<file path="src/rtl/rename_ctrl.sv">
// Rename/allocate sequencer: ROB index allocation, RAT port drive, intra-group RAW bypass.
// Optional macro RENAME_CTRL_PRECISE_READY_EN: admit partial groups down to the last free entries.
module rename_ctrl #(
  parameter int unsigned ROB_DEPTH     = 64,
  parameter int unsigned ROB_IDX_WIDTH = $clog2(ROB_DEPTH),
  parameter int unsigned CNT_WIDTH     = $clog2(ROB_DEPTH) + 1
) (
  input  logic                          clk_i,
  input  logic                          rst_ni,
  input  logic                          flush_i,
  input  logic [3:0]                    in_valid_i,
  output logic                          in_ready_o,
  input  logic [3:0][4:0]               in_rs1_idx_i,
  input  logic [3:0][4:0]               in_rs2_idx_i,
  input  logic [3:0]                    in_rd_we_i,
  input  logic [3:0][4:0]               in_rd_idx_i,
  output logic [3:0][4:0]               rat_rs1_idx_o,
  output logic [3:0][4:0]               rat_rs2_idx_o,
  input  logic [3:0]                    rat_rs1_in_rob_i,
  input  logic [3:0]                    rat_rs2_in_rob_i,
  input  logic [3:0][ROB_IDX_WIDTH-1:0] rat_rs1_rob_idx_i,
  input  logic [3:0][ROB_IDX_WIDTH-1:0] rat_rs2_rob_idx_i,
  output logic [3:0]                    rat_disp_we_o,
  output logic [3:0][4:0]               rat_disp_rd_idx_o,
  output logic [3:0][ROB_IDX_WIDTH-1:0] rat_disp_rob_idx_o,
  input  logic [2:0]                    commit_cnt_i,
  output logic [3:0]                    out_valid_o,
  input  logic                          out_ready_i,
  output logic [3:0][ROB_IDX_WIDTH-1:0] out_rob_idx_o,
  output logic [3:0]                    out_rs1_in_rob_o,
  output logic [3:0]                    out_rs2_in_rob_o,
  output logic [3:0][ROB_IDX_WIDTH-1:0] out_rs1_rob_idx_o,
  output logic [3:0][ROB_IDX_WIDTH-1:0] out_rs2_rob_idx_o,
  output logic [3:0]                    out_rd_we_o,
  output logic [3:0][4:0]               out_rd_idx_o,
  output logic [ROB_IDX_WIDTH-1:0]      rob_tail_o,
  output logic [CNT_WIDTH-1:0]          rob_free_cnt_o
);

  logic [ROB_IDX_WIDTH-1:0]      tail_q;
  logic [CNT_WIDTH-1:0]          free_q;
  logic [3:0]                    out_valid_q;
  logic [3:0][ROB_IDX_WIDTH-1:0] out_rob_idx_q;
  logic [3:0]                    out_rs1_in_rob_q, out_rs2_in_rob_q;
  logic [3:0][ROB_IDX_WIDTH-1:0] out_rs1_rob_idx_q, out_rs2_rob_idx_q;
  logic [3:0]                    out_rd_we_q;
  logic [3:0][4:0]               out_rd_idx_q;

  logic [3:0][ROB_IDX_WIDTH-1:0] slot_idx;
  logic [2:0]                    valid_cnt;
  logic [2:0]                    alloc_cnt;
  logic                          out_free, room, fire;
  logic [3:0]                    rs1_in_rob, rs2_in_rob;
  logic [3:0][ROB_IDX_WIDTH-1:0] rs1_tag, rs2_tag;
  logic [CNT_WIDTH:0]            free_sum;

  // Each slot takes tail plus the number of valid older slots; invalid slots take no index.
  always_comb begin
    valid_cnt = '0;
    for (int i = 0; i < 4; i++) begin
      slot_idx[i] = tail_q + ROB_IDX_WIDTH'(valid_cnt);
      valid_cnt   = valid_cnt + {2'b00, in_valid_i[i]};
    end
  end

  assign out_free = ~(|out_valid_q) | out_ready_i;

`ifdef RENAME_CTRL_PRECISE_READY_EN
  assign room = 32'(free_q) >= 32'(valid_cnt);
`else
  assign room = 32'(free_q) >= 32'd4;
`endif

  assign in_ready_o = out_free & room & ~flush_i;
  assign fire       = in_ready_o & (|in_valid_i);
  assign alloc_cnt  = fire ? valid_cnt : 3'd0;

  assign rat_rs1_idx_o      = in_rs1_idx_i;
  assign rat_rs2_idx_o      = in_rs2_idx_i;
  assign rat_disp_rd_idx_o  = in_rd_idx_i;
  assign rat_disp_rob_idx_o = slot_idx;

  always_comb begin
    for (int i = 0; i < 4; i++) begin
      rat_disp_we_o[i] = fire & in_valid_i[i] & in_rd_we_i[i] & (in_rd_idx_i[i] != 5'd0);
    end
  end

  // The RAT cannot see same-group writes; the youngest older writer overrides its answer.
  always_comb begin
    for (int i = 0; i < 4; i++) begin
      rs1_in_rob[i] = rat_rs1_in_rob_i[i];
      rs1_tag[i]    = rat_rs1_rob_idx_i[i];
      rs2_in_rob[i] = rat_rs2_in_rob_i[i];
      rs2_tag[i]    = rat_rs2_rob_idx_i[i];
      for (int j = 0; j < i; j++) begin
        if (in_valid_i[j] && in_rd_we_i[j] && (in_rd_idx_i[j] == in_rs1_idx_i[i])) begin
          rs1_in_rob[i] = 1'b1;
          rs1_tag[i]    = slot_idx[j];
        end
        if (in_valid_i[j] && in_rd_we_i[j] && (in_rd_idx_i[j] == in_rs2_idx_i[i])) begin
          rs2_in_rob[i] = 1'b1;
          rs2_tag[i]    = slot_idx[j];
        end
      end
      if (in_rs1_idx_i[i] == 5'd0) begin
        rs1_in_rob[i] = 1'b0;
        rs1_tag[i]    = '0;
      end
      if (in_rs2_idx_i[i] == 5'd0) begin
        rs2_in_rob[i] = 1'b0;
        rs2_tag[i]    = '0;
      end
    end
  end

  always_ff @(posedge clk_i or negedge rst_ni) begin
    if (!rst_ni) begin
      tail_q            <= '0;
      free_q            <= CNT_WIDTH'(ROB_DEPTH);
      out_valid_q       <= '0;
      out_rob_idx_q     <= '0;
      out_rs1_in_rob_q  <= '0;
      out_rs2_in_rob_q  <= '0;
      out_rs1_rob_idx_q <= '0;
      out_rs2_rob_idx_q <= '0;
      out_rd_we_q       <= '0;
      out_rd_idx_q      <= '0;
    end else if (flush_i) begin
      tail_q      <= '0;
      free_q      <= CNT_WIDTH'(ROB_DEPTH);
      out_valid_q <= '0;
    end else begin
      tail_q <= tail_q + ROB_IDX_WIDTH'(alloc_cnt);
      free_q <= free_q - CNT_WIDTH'(alloc_cnt) + CNT_WIDTH'(commit_cnt_i);
      if (fire) begin
        out_valid_q       <= in_valid_i;
        out_rob_idx_q     <= slot_idx;
        out_rs1_in_rob_q  <= rs1_in_rob;
        out_rs2_in_rob_q  <= rs2_in_rob;
        out_rs1_rob_idx_q <= rs1_tag;
        out_rs2_rob_idx_q <= rs2_tag;
        out_rd_we_q       <= in_rd_we_i;
        out_rd_idx_q      <= in_rd_idx_i;
      end else if (out_ready_i) begin
        out_valid_q <= '0;
      end
    end
  end

  assign out_valid_o       = out_valid_q;
  assign out_rob_idx_o     = out_rob_idx_q;
  assign out_rs1_in_rob_o  = out_rs1_in_rob_q;
  assign out_rs2_in_rob_o  = out_rs2_in_rob_q;
  assign out_rs1_rob_idx_o = out_rs1_rob_idx_q;
  assign out_rs2_rob_idx_o = out_rs2_rob_idx_q;
  assign out_rd_we_o       = out_rd_we_q;
  assign out_rd_idx_o      = out_rd_idx_q;
  assign rob_tail_o        = tail_q;
  assign rob_free_cnt_o    = free_q;

  // Retiring more entries than are allocated is an ROB-side protocol error.
  assign free_sum = {1'b0, free_q} + (CNT_WIDTH + 1)'(commit_cnt_i)
                  - (CNT_WIDTH + 1)'(alloc_cnt);

  a_free_no_overflow: assert property (@(posedge clk_i) disable iff (!rst_ni)
    !flush_i |-> (free_sum <= (CNT_WIDTH + 1)'(ROB_DEPTH)));

endmodule
</file>
<file path="config.mk">
export PLATFORM = sky130hd
export DESIGN_NAME = rename_ctrl
export DESIGN_NICKNAME = d
export VERILOG_FILES = /design/src/rtl/rename_ctrl.sv
export SDC_FILE = /design/constraint.sdc
export NUM_CORES = 1
export LEC_CHECK = 0
export CAP_MARGIN = 10
export CORE_MARGIN = 1.5
export CORE_UTILIZATION = 35
export CTS_CLUSTER_DIAMETER = 200
export CTS_CLUSTER_SIZE = 28
export DETAILED_ROUTE_END_ITERATION = 8
export GPL_TIMING_DRIVEN = 0
export PLACE_DENSITY = 0.69
export SETUP_SLACK_MARGIN = 0.05
export SYNTH_ARGS = -nofsm -noshare
export SYNTH_HDL_FRONTEND = slang
export SYNTH_SLANG_ARGS = --single-unit
</file>
<file path="constraint.sdc">
create_clock -name clk_i -period 6.5 [get_ports clk_i]
set_input_delay 1.3 -clock clk_i [delete_from_list [all_inputs] [get_ports clk_i]]
set_output_delay 1.3 -clock clk_i [all_outputs]
set_load 0.01 [all_outputs]
</file>
==> results.md, run 1 <==
| Item | This run | Unit |
| --- | --- | --- |
| Outcome | complete, no violations | - |
| Synthesized area | 7540 | sq um |
| Category of the worst setup path launch point | primary input | - |
| Fraction of layout cells with a size suffix above 1 | 10.5 | % |
| Post-route ant nets | 0 | - |
| Number of setup violations in the final report | 0 | - |
| Synthesis Warnings | 0 | - |
| Top-area cell type share of the netlist area | 39.8 | % |
| Fraction of the cycle the final worst path needs | 85.0 | % |
| Net Count, Synth | 1016 | - |
| Final Routed Wirelength | 29100 | um |
| TritonCTS Sinks | 121 | - |
| Clock tree from TritonCTS | yes | - |
| CTS-repair resized insts | 0 | - |
| Maximum fanout along the worst path | 5 | - |
| Number of flip-flops and latches in the synthesized netlist | 121 | - |
| TritonCTS Buffers | 17 | - |
| Count of standard-cell rows | 53 | - |
| Post-DR vias/cell | 4.91 | - |
| Setup repair after global routing missed its margin | no | - |
| Ranking of synthesized cells by area | sky130_fd_sc_hd__dfrtp_1, sky130_fd_sc_hd__nand2_1, sky130_fd_sc_hd__buf_4, sky130_fd_sc_hd__xnor2_1, sky130_fd_sc_hd__ha_1 | - |
| Starting density of the core | 35.7 | % |
| Top post-synthesis cells by count | sky130_fd_sc_hd__nand2_1, sky130_fd_sc_hd__dfrtp_1, sky130_fd_sc_hd__buf_4 | - |
| Count of TritonRoute iterations in the first routing pass | 5 | - |
| Number of buffers on the longest clock path | 2 | - |
| Synth unique cells | 52 | - |
| Number of nets in the final layout | 1366 | - |
| Final clock skew | 0.0123 | ns |
| Buffers inserted during post-CTS setup optimization | 0 | - |
| Library cell used as clock root buffer | sky130_fd_sc_hd__clkbuf_16 | - |
| H-tree levels | 4 | - |
| Antenna violations before repair | 0 | - |
| Initial detailed-routing violation count | 306 | - |
| Max-slew violation total from the final report | 0 | - |
| Pin count of the biggest net entering global routing | 73 | - |
| Chip Width | 150 | um |
| Hold Path Class | reg2reg | - |
| Vias in the first global route | 7315 | - |
| Post-synth EDFFs | 0 | - |
| Clock network latency to the later pin of the worst-skew pair | 0.42 | ns |
| Vertical extent of the die | 150 | um |
| DP Area | 11200 | sq um |
| Leakage power of the design | 5.53 | nW |
| Share of async-settable or async-resettable flops after synthesis | 100 | % |
| Kind of critical path | in2out | - |
| First-pass GRT wire length | 42800 | um |
| Final Critical Period | 5.53 | ns |
| Endpoint kind of the worst setup timing path | output pin | - |
| Most common cell in the synthesized netlist | sky130_fd_sc_hd__nand2_1 | - |
| Total non-filler cell area in the finished layout | 11800 | sq um |
| Area Growth Syn to Fin | 56.2 | % |
| Flip-flop cell with the highest count after synthesis | sky130_fd_sc_hd__dfrtp_1 | - |
| Final weighted congestion in routability-driven placement | 0.855 | - |
| Fmax | 181 | MHz |
| Accumulated negative setup slack | 0 | ns |
| Required @ worst endpoint | 5.20 | ns |
| Gr ovfl total | 0 | - |
| Maximum VDD drop | 0.169 | mV |
| Max Cap Viol | 0 | - |
| Number of hold-slack violations in the final timing report | 0 | - |
| PD cells | 316 | nW/um^2 |
| Worst rel slew slack | 31.1 | % |
| Average cell area after synthesis | 8.85 | sq um |
| Actual slew at the worst max-slew pin | 1.02 | ns |
| Post-CTS Hold Fix Bufs | 0 | - |
| Worst Path Arrival | 4.23 | ns |
| Synth Instances | 852 | - |
| Number of design rule violations left after detail routing | 0 | - |
| Diode insertion count for antenna repair | 0 | - |
| Aggregate global-route resource usage | 25.8 | % |
| Total die area | 22400 | sq um |
| I/O pin count | 341 | - |
| Total vias in the final route | 7308 | - |
| Number of port buffers | 330 | - |
| Post-synthesis cell type with the largest combined area | sky130_fd_sc_hd__dfrtp_1 | - |
| DP HPWL | 22300 | um |
| Clock-pin slew reported for the worst setup and hold paths after clock tree synthesis | 0.06 | ns |
| Floorplan core area | 21100 | sq um |
| Seq/Total Area, Yosys | 40.2 | % |
| Detail-routed net length per standard cell | 19.5 | um |
[routing by layer]
| layer | track usage (%) | vias up | wire, um |
|---|---|---|---|
| met2 | 44.7 | 323 | 14200 |
| met4 | 7.40 | 0 | 522 |
| li1 | - | 3466 | - |
| met1 | 31.3 | 3489 | 12000 |
| met3 | 6.95 | 30 | 2350 |
| met5 | 0 | - | 0 |
[power by group]
group	internal [mW]	switching [mW]	leakage, nW
clock network	0.537	0.377	0.273
registers	1.00	0.161	1.53
logic	0.859	0.779	3.72
[layout make-up]
cell class	instances	area, sq um
multi-input cells	584	3680
clock inverters	13	121
plain buffers	112	697
well taps	275	344
flip-flops and latches	121	3030
clock buffers	18	439
repair buffers	331	3330
fillers	1950	9310
inverters	35	131
[through the flow]
stage	instances	utilization, %	hold slack (ns)	setup slack, ns	total power [mW]
after floorplan	852	-	0.507	2.12	1.88
after global placement	1457	53.0	0.448	-0.955	2.80
after detailed placement	1458	53.2	0.458	0.761	2.82
after CTS	1489	55.8	0.468	0.955	3.75
after global routing	1489	55.8	0.485	0.751	3.94
final	1489	55.8	0.464	0.974	3.72
[state kept, by name, summed over array words and instances (netlist names)]
signal and cells:
out_rd_idx_o 20, out_rd_we_o 4, out_rob_idx_o 24, out_rs1_in_rob_o 4
out_rs1_rob_idx_o 24, out_rs2_in_rob_o 4, out_rs2_rob_idx_o 24, out_valid_o 4
rob_free_cnt_o 7, rob_tail_o 6
[worst max-delay path, cell delays in order]
cell	delay, ns
sky130_fd_sc_hd__clkdlybuf4s50_1	0.65
sky130_fd_sc_hd__inv_1	0.11
sky130_fd_sc_hd__ha_1	0.34
sky130_fd_sc_hd__ha_1	0.21
sky130_fd_sc_hd__ha_1	0.18
sky130_fd_sc_hd__ha_1	0.30
sky130_fd_sc_hd__a21oi_1	0.21
sky130_fd_sc_hd__nor2_1	0.09
sky130_fd_sc_hd__xor2_1	0.23
sky130_fd_sc_hd__clkdlybuf4s50_1	0.60
[worst paths after layout]
kind	start	endpoint	slack (ns)	cells after the start
max in group asynchronous	rst_ni	out_rd_idx_o[11]	4.89	2
setup / recovery	in_valid_i[0]	rat_disp_rob_idx_o[23]	0.97	10
setup reg to reg	out_valid_o[1]	rob_free_cnt_o[6]	1.91	15
hold reg to reg	out_rs2_rob_idx_o[4]	out_rs2_rob_idx_o[4]	0.46	2
min in group asynchronous	rst_ni	out_rs1_rob_idx_o[9]	0.83	1
hold / removal	out_rs2_rob_idx_o[4]	out_rs2_rob_idx_o[4]	0.46	2
[layout by cell type (no fill, tap or decap), types with 5 or more instances in the layout]
| cell | synthesis | final |
|---|---|---|
| sky130_fd_sc_hd__o21ai_0 | 47 | 47 |
| sky130_fd_sc_hd__nor3_1 | 10 | 10 |
| sky130_fd_sc_hd__nand2_1 | 193 | 193 |
| sky130_fd_sc_hd__or4_1 | 7 | 7 |
| sky130_fd_sc_hd__o22ai_1 | 6 | 6 |
| sky130_fd_sc_hd__buf_1 | 5 | 5 |
| sky130_fd_sc_hd__ha_1 | 25 | 25 |
| sky130_fd_sc_hd__nor2b_1 | 10 | 10 |
| sky130_fd_sc_hd__xnor2_1 | 47 | 47 |
| sky130_fd_sc_hd__nand4_1 | 9 | 9 |
| sky130_fd_sc_hd__dfrtp_1 | 120 | 120 |
| sky130_fd_sc_hd__fa_1 | 8 | 8 |
| sky130_fd_sc_hd__a21boi_0 | 5 | 5 |
| sky130_fd_sc_hd__clkbuf_16 | 0 | 17 |
| sky130_fd_sc_hd__a21o_1 | 10 | 10 |
| sky130_fd_sc_hd__nor2_1 | 34 | 34 |
| sky130_fd_sc_hd__o21ai_1 | 10 | 10 |
| sky130_fd_sc_hd__nand3_1 | 20 | 20 |
| sky130_fd_sc_hd__clkdlybuf4s50_1 | 0 | 329 |
| sky130_fd_sc_hd__mux2i_1 | 27 | 27 |
| sky130_fd_sc_hd__or3_1 | 9 | 9 |
| sky130_fd_sc_hd__buf_4 | 68 | 68 |
| sky130_fd_sc_hd__a211oi_1 | 6 | 6 |
| sky130_fd_sc_hd__clkbuf_1 | 27 | 27 |
| sky130_fd_sc_hd__a21oi_1 | 17 | 17 |
| sky130_fd_sc_hd__xor2_1 | 28 | 28 |
| sky130_fd_sc_hd__inv_1 | 35 | 35 |
| sky130_fd_sc_hd__buf_2 | 11 | 11 |
| sky130_fd_sc_hd__a22o_1 | 13 | 13 |
[logic make-up (layout without fill, tap and decap cells)]
group                    Yosys count  in the layout  synth area share (%)
AND/OR/NAND/NOR                  315            315                  18.5
buffers and inverters            147            509                  11.0
AO/OA/AOI/OAI                    130            130                  11.1
flip-flops                       121            121                  40.2
XOR/XNOR                          75             75                  8.71
adder cells (fa/ha/maj)           33             33                  6.27
multiplexers                      31             31                  4.18
Power figures use the tool's default switching activity.
==> run 2: changes to the inputs <==
ABC_AREA = 0   (was unset)
CAP_MARGIN = unset   (was 10)
MAX_ROUTING_LAYER = met4   (was unset)
==> run 2 against run 1 <==
Effect of this change: largest power group unchanged; clock skew shrank 0.0010 ns; critical path type unchanged; worst setup slack lost 0.0048 ns; cell area is the same; largest cell class unchanged; via count is essentially flat; critical path depth is the same; power is essentially flat; non-clock buffer count is the same; utilization is the same.
==> results.md, run 2 (synthesized netlist as in run 1, its figures left out) <==
| Item | This run | Unit | Delta |
| --- | --- | --- | --- |
| Worst setup path endpoint | rat_disp_rob_idx_o[23] | - | unchanged |
| Number of nets in the final layout | 1366 | - | unchanged |
| Fraction of power consumed by the clock network | 24.5 | % | was 24.6% |
| Fraction of power spent switching nets | 35.4 | % | about the same |
| Fraction of layout cells with a size suffix above 1 | 10.5 | % | unchanged |
| Fraction of the core area covered by cells at the end of the flow | 55.8 | % | unchanged |
| Worst-case hold slack | 0.465 | ns | was 0.464 ns |
| Maximum fanout along the worst path | 5 | - | unchanged |
| Worst Path Arrival | 4.23 | ns | about the same |
| Clock-pin slew reported for the worst setup and hold paths after clock tree synthesis | 0.06 | ns | about the same |
| Crit-path cells | clkdlybuf4s50_1, inv_1, ha_1, ha_1, ha_1, ha_1, a21oi_1, nor2_1, xor2_1, clkdlybuf4s50_1 | - | unchanged |
| Setup repair after global routing missed its margin | no | - | unchanged |
| Share of power burned in combinational logic | 44.1 | % | about the same |
| Number of setup violations in the final report | 0 | - | unchanged |
| DP Area | 11200 | sq um | unchanged |
| Starting density of the core | 35.7 | % | unchanged |
| Fmax | 181 | MHz | about the same |
| Actual slew at the worst max-slew pin | 1.06 | ns | was 1.02 ns |
| Final Routed Wirelength | 29000 | um | was 29100 um |
| PD cells | 316 | nW/um^2 | about the same |
| Max Cap Viol | 0 | - | unchanged |
| Fraction of power consumed by sequential logic | 31.3 | % | about the same |
| Final weighted congestion in routability-driven placement | 0.869 | - | was 0.855 |
| Floorplan core area | 21100 | sq um | unchanged |
| Pin count of the biggest net entering global routing | 73 | - | unchanged |
| Vias in the first global route | 7320 | - | was 7315 |
| Int Pwr | 2.40 | mW | about the same |
| Number of logic stages on the critical path including buffering | 10 | - | unchanged |
| Number of design rule violations left after detail routing | 0 | - | unchanged |
| Family of cells with the greatest summed delay on the critical path | buffers and inverters | - | unchanged |
| Kind of critical path | in2out | - | unchanged |
| Number of port buffers | 330 | - | unchanged |
| Chip Width | 150 | um | unchanged |
| Total of fill cells in the finished design | 1950 | - | unchanged |
| Fraction of the cycle the final worst path needs | 85.1 | % | was 85.0% |
| First-pass GRT wire length | 42800 | um | about the same |
| Post-route ant nets | 0 | - | unchanged |
| Worst reg2reg path startpoint | out_valid_o[1] | - | unchanged |
| Endpoint of the lowest-slack register-to-register path | rob_free_cnt_o[6] | - | unchanged |
| Diode insertion count for antenna repair | 0 | - | unchanged |
| Placement-stage worst setup slack | 0.761 | ns | unchanged |
| Outcome | complete, no violations | - | unchanged |
| H-tree levels | 4 | - | unchanged |
| Aggregate global-route resource usage | 26.5 | % | was 25.8% |
| Power dissipated by switching net loads | 1.32 | mW | about the same |
| Most frequent cells in the layout | sky130_fd_sc_hd__clkdlybuf4s50_1, sky130_fd_sc_hd__nand2_1, sky130_fd_sc_hd__dfrtp_1, sky130_fd_sc_hd__buf_4 | - | unchanged |
| Total vias in the final route | 7315 | - | was 7308 |
| I/O pin count | 341 | - | unchanged |
| Commonest non-fill, non-tap cell in the layout | sky130_fd_sc_hd__clkdlybuf4s50_1 | - | unchanged |
| CTS-repair resized insts | 0 | - | unchanged |
| Count of standard-cell rows | 53 | - | unchanged |
| TritonCTS Sinks | 121 | - | unchanged |
| Initial detailed-routing violation count | 306 | - | unchanged |
| Maximum VDD drop | 0.168 | mV | was 0.169 mV |
| Count of TritonRoute iterations in the first routing pass | 5 | - | unchanged |
| DP HPWL | 22300 | um | unchanged |
| Setup slack of the most critical reg-to-reg path | 1.94 | ns | was 1.91 ns |
| Antenna violations before repair | 0 | - | unchanged |
| Hold Path Class | reg2reg | - | unchanged |
| Most prevalent standard cell on the critical path | sky130_fd_sc_hd__ha_1 | - | unchanged |
| Required @ worst endpoint | 5.20 | ns | about the same |
| Area Growth Syn to Fin | 56.2 | % | unchanged |
| Final clock skew | 0.0113 | ns | was 0.0123 ns |
| Gr ovfl total | 0 | - | unchanged |
| Register-to-Register Path Depth | 15 | - | unchanged |
| Total non-filler cell area in the finished layout | 11800 | sq um | unchanged |
| Number of hold-slack violations in the final timing report | 0 | - | unchanged |
| Timing startpoint of the critical path | in_valid_i[0] | - | unchanged |
| Total die area | 22400 | sq um | unchanged |
| CP max stage cell | sky130_fd_sc_hd__clkdlybuf4s50_1 | - | unchanged |
| TritonCTS Buffers | 17 | - | unchanged |
| Clock network latency to the later pin of the worst-skew pair | 0.42 | ns | about the same |
| Final Critical Period | 5.53 | ns | about the same |
| Detail-routed net length per standard cell | 19.5 | um | about the same |
| Vertical extent of the die | 150 | um | unchanged |
| Library cell used as clock root buffer | sky130_fd_sc_hd__clkbuf_16 | - | unchanged |
| Clock tree from TritonCTS | yes | - | unchanged |
| Post-DR vias/cell | 4.91 | - | about the same |
| Worst rel slew slack | 29.2 | % | was 31.1% |
| Overall power of the completed layout | 3.72 | mW | about the same |
| Endpoint kind of the worst setup timing path | output pin | - | unchanged |
| Number of buffers on the longest clock path | 2 | - | unchanged |
| Critical path buffers and inverters | 3 | - | unchanged |
| Buffers inserted during post-CTS setup optimization | 0 | - | unchanged |
| Worst-case setup margin in the final layout | 0.969 | ns | was 0.974 ns |
| Max-slew violation total from the final report | 0 | - | unchanged |
| Post-CTS Hold Fix Bufs | 0 | - | unchanged |
| Highest cell delay on the worst timing path | 0.65 | ns | about the same |
| Leakage power of the design | 5.53 | nW | unchanged |
| Category of the worst setup path launch point | primary input | - | unchanged |
==> run 2: cell counts in the layout (fill, tap and decap cells not counted) <==
Identical to the previous run, type by type.
==> run 2: layout make-up <==
| cell class | instances | area (sq um) | share of cell area, % |
|---|---|---|---|
| tap | 275 | 344 | 2.92 |
| buffer | 112 | 697 | 5.92 |
| timing repair buffer | 331 | 3330 | 28.3 |
| inverter | 35 | 131 | 1.12 |
| multi-input combinational | 584 | 3680 | 31.3 |
| clock buffer | 18 | 439 | 3.73 |
| sequential | 121 | 3030 | 25.7 |
| clock inverter | 13 | 121 | 1.03 |
==> run 2: how the worst min path moves through the flow <==
stage | from | endpoint | cells after the start
floorplan | out_rs1_in_rob_o[0] | out_rs1_in_rob_o[0] | 2
global placement | out_rs2_rob_idx_o[4] | out_rs2_rob_idx_o[4] | 2
detailed placement | out_rs1_rob_idx_o[5] | out_rs1_rob_idx_o[5] | 2
CTS | out_rs1_rob_idx_o[5] | out_rs1_rob_idx_o[5] | 2
global route | out_rs2_rob_idx_o[4] | out_rs2_rob_idx_o[4] | 2
finish | out_rs2_rob_idx_o[4] | out_rs2_rob_idx_o[4] | 2
==> run 2: power by group through the flow <==
stage / clock (mW) / combinational [mW] / sequential (mW)
after floorplan: 0 / 0.610 / 1.27
after global placement: 0 / 1.63 / 1.17
after detailed placement: 0 / 1.65 / 1.17
after CTS: 0.930 / 1.66 / 1.17
after global routing: 0.963 / 1.78 / 1.20
final: 0.912 / 1.64 / 1.16
==> run 2: metrics by stage <==
stage | cells | TNS [ns]
floorplan | 852 | 0
global placement | 1457 | -113.08
detailed placement | 1458 | 0
CTS | 1489 | 0
global route | 1489 | 0
finish | 1489 | 0
==> run 2: layer usage <==
| layer | track usage [%] | routed length (um) | up-vias |
|---|---|---|---|
| met5 | - | 0 | - |
| met4 | 7.16 | 544 | 0 |
| met3 | 6.10 | 2250 | 32 |
| met2 | 44.6 | 14200 | 312 |
| met1 | 31.9 | 12000 | 3505 |
| li1 | - | - | 3466 |
==> run 2: worst register-to-register path, stage by stage (launching register included) <==
cell and delay (ns):
sky130_fd_sc_hd__dfrtp_1 0.40, sky130_fd_sc_hd__or4_4 0.56, sky130_fd_sc_hd__a221oi_4 0.55, sky130_fd_sc_hd__nand2_2 0.28
sky130_fd_sc_hd__clkbuf_1 0.34, sky130_fd_sc_hd__clkbuf_1 0.44, sky130_fd_sc_hd__nor2_1 0.32, sky130_fd_sc_hd__fa_1 0.45
sky130_fd_sc_hd__inv_1 0.07, sky130_fd_sc_hd__ha_1 0.24, sky130_fd_sc_hd__nor2b_1 0.15, sky130_fd_sc_hd__o21ai_0 0.15
sky130_fd_sc_hd__nand2b_1 0.12, sky130_fd_sc_hd__a21oi_1 0.19, sky130_fd_sc_hd__o21bai_1 0.10, sky130_fd_sc_hd__mux2i_1 0.15
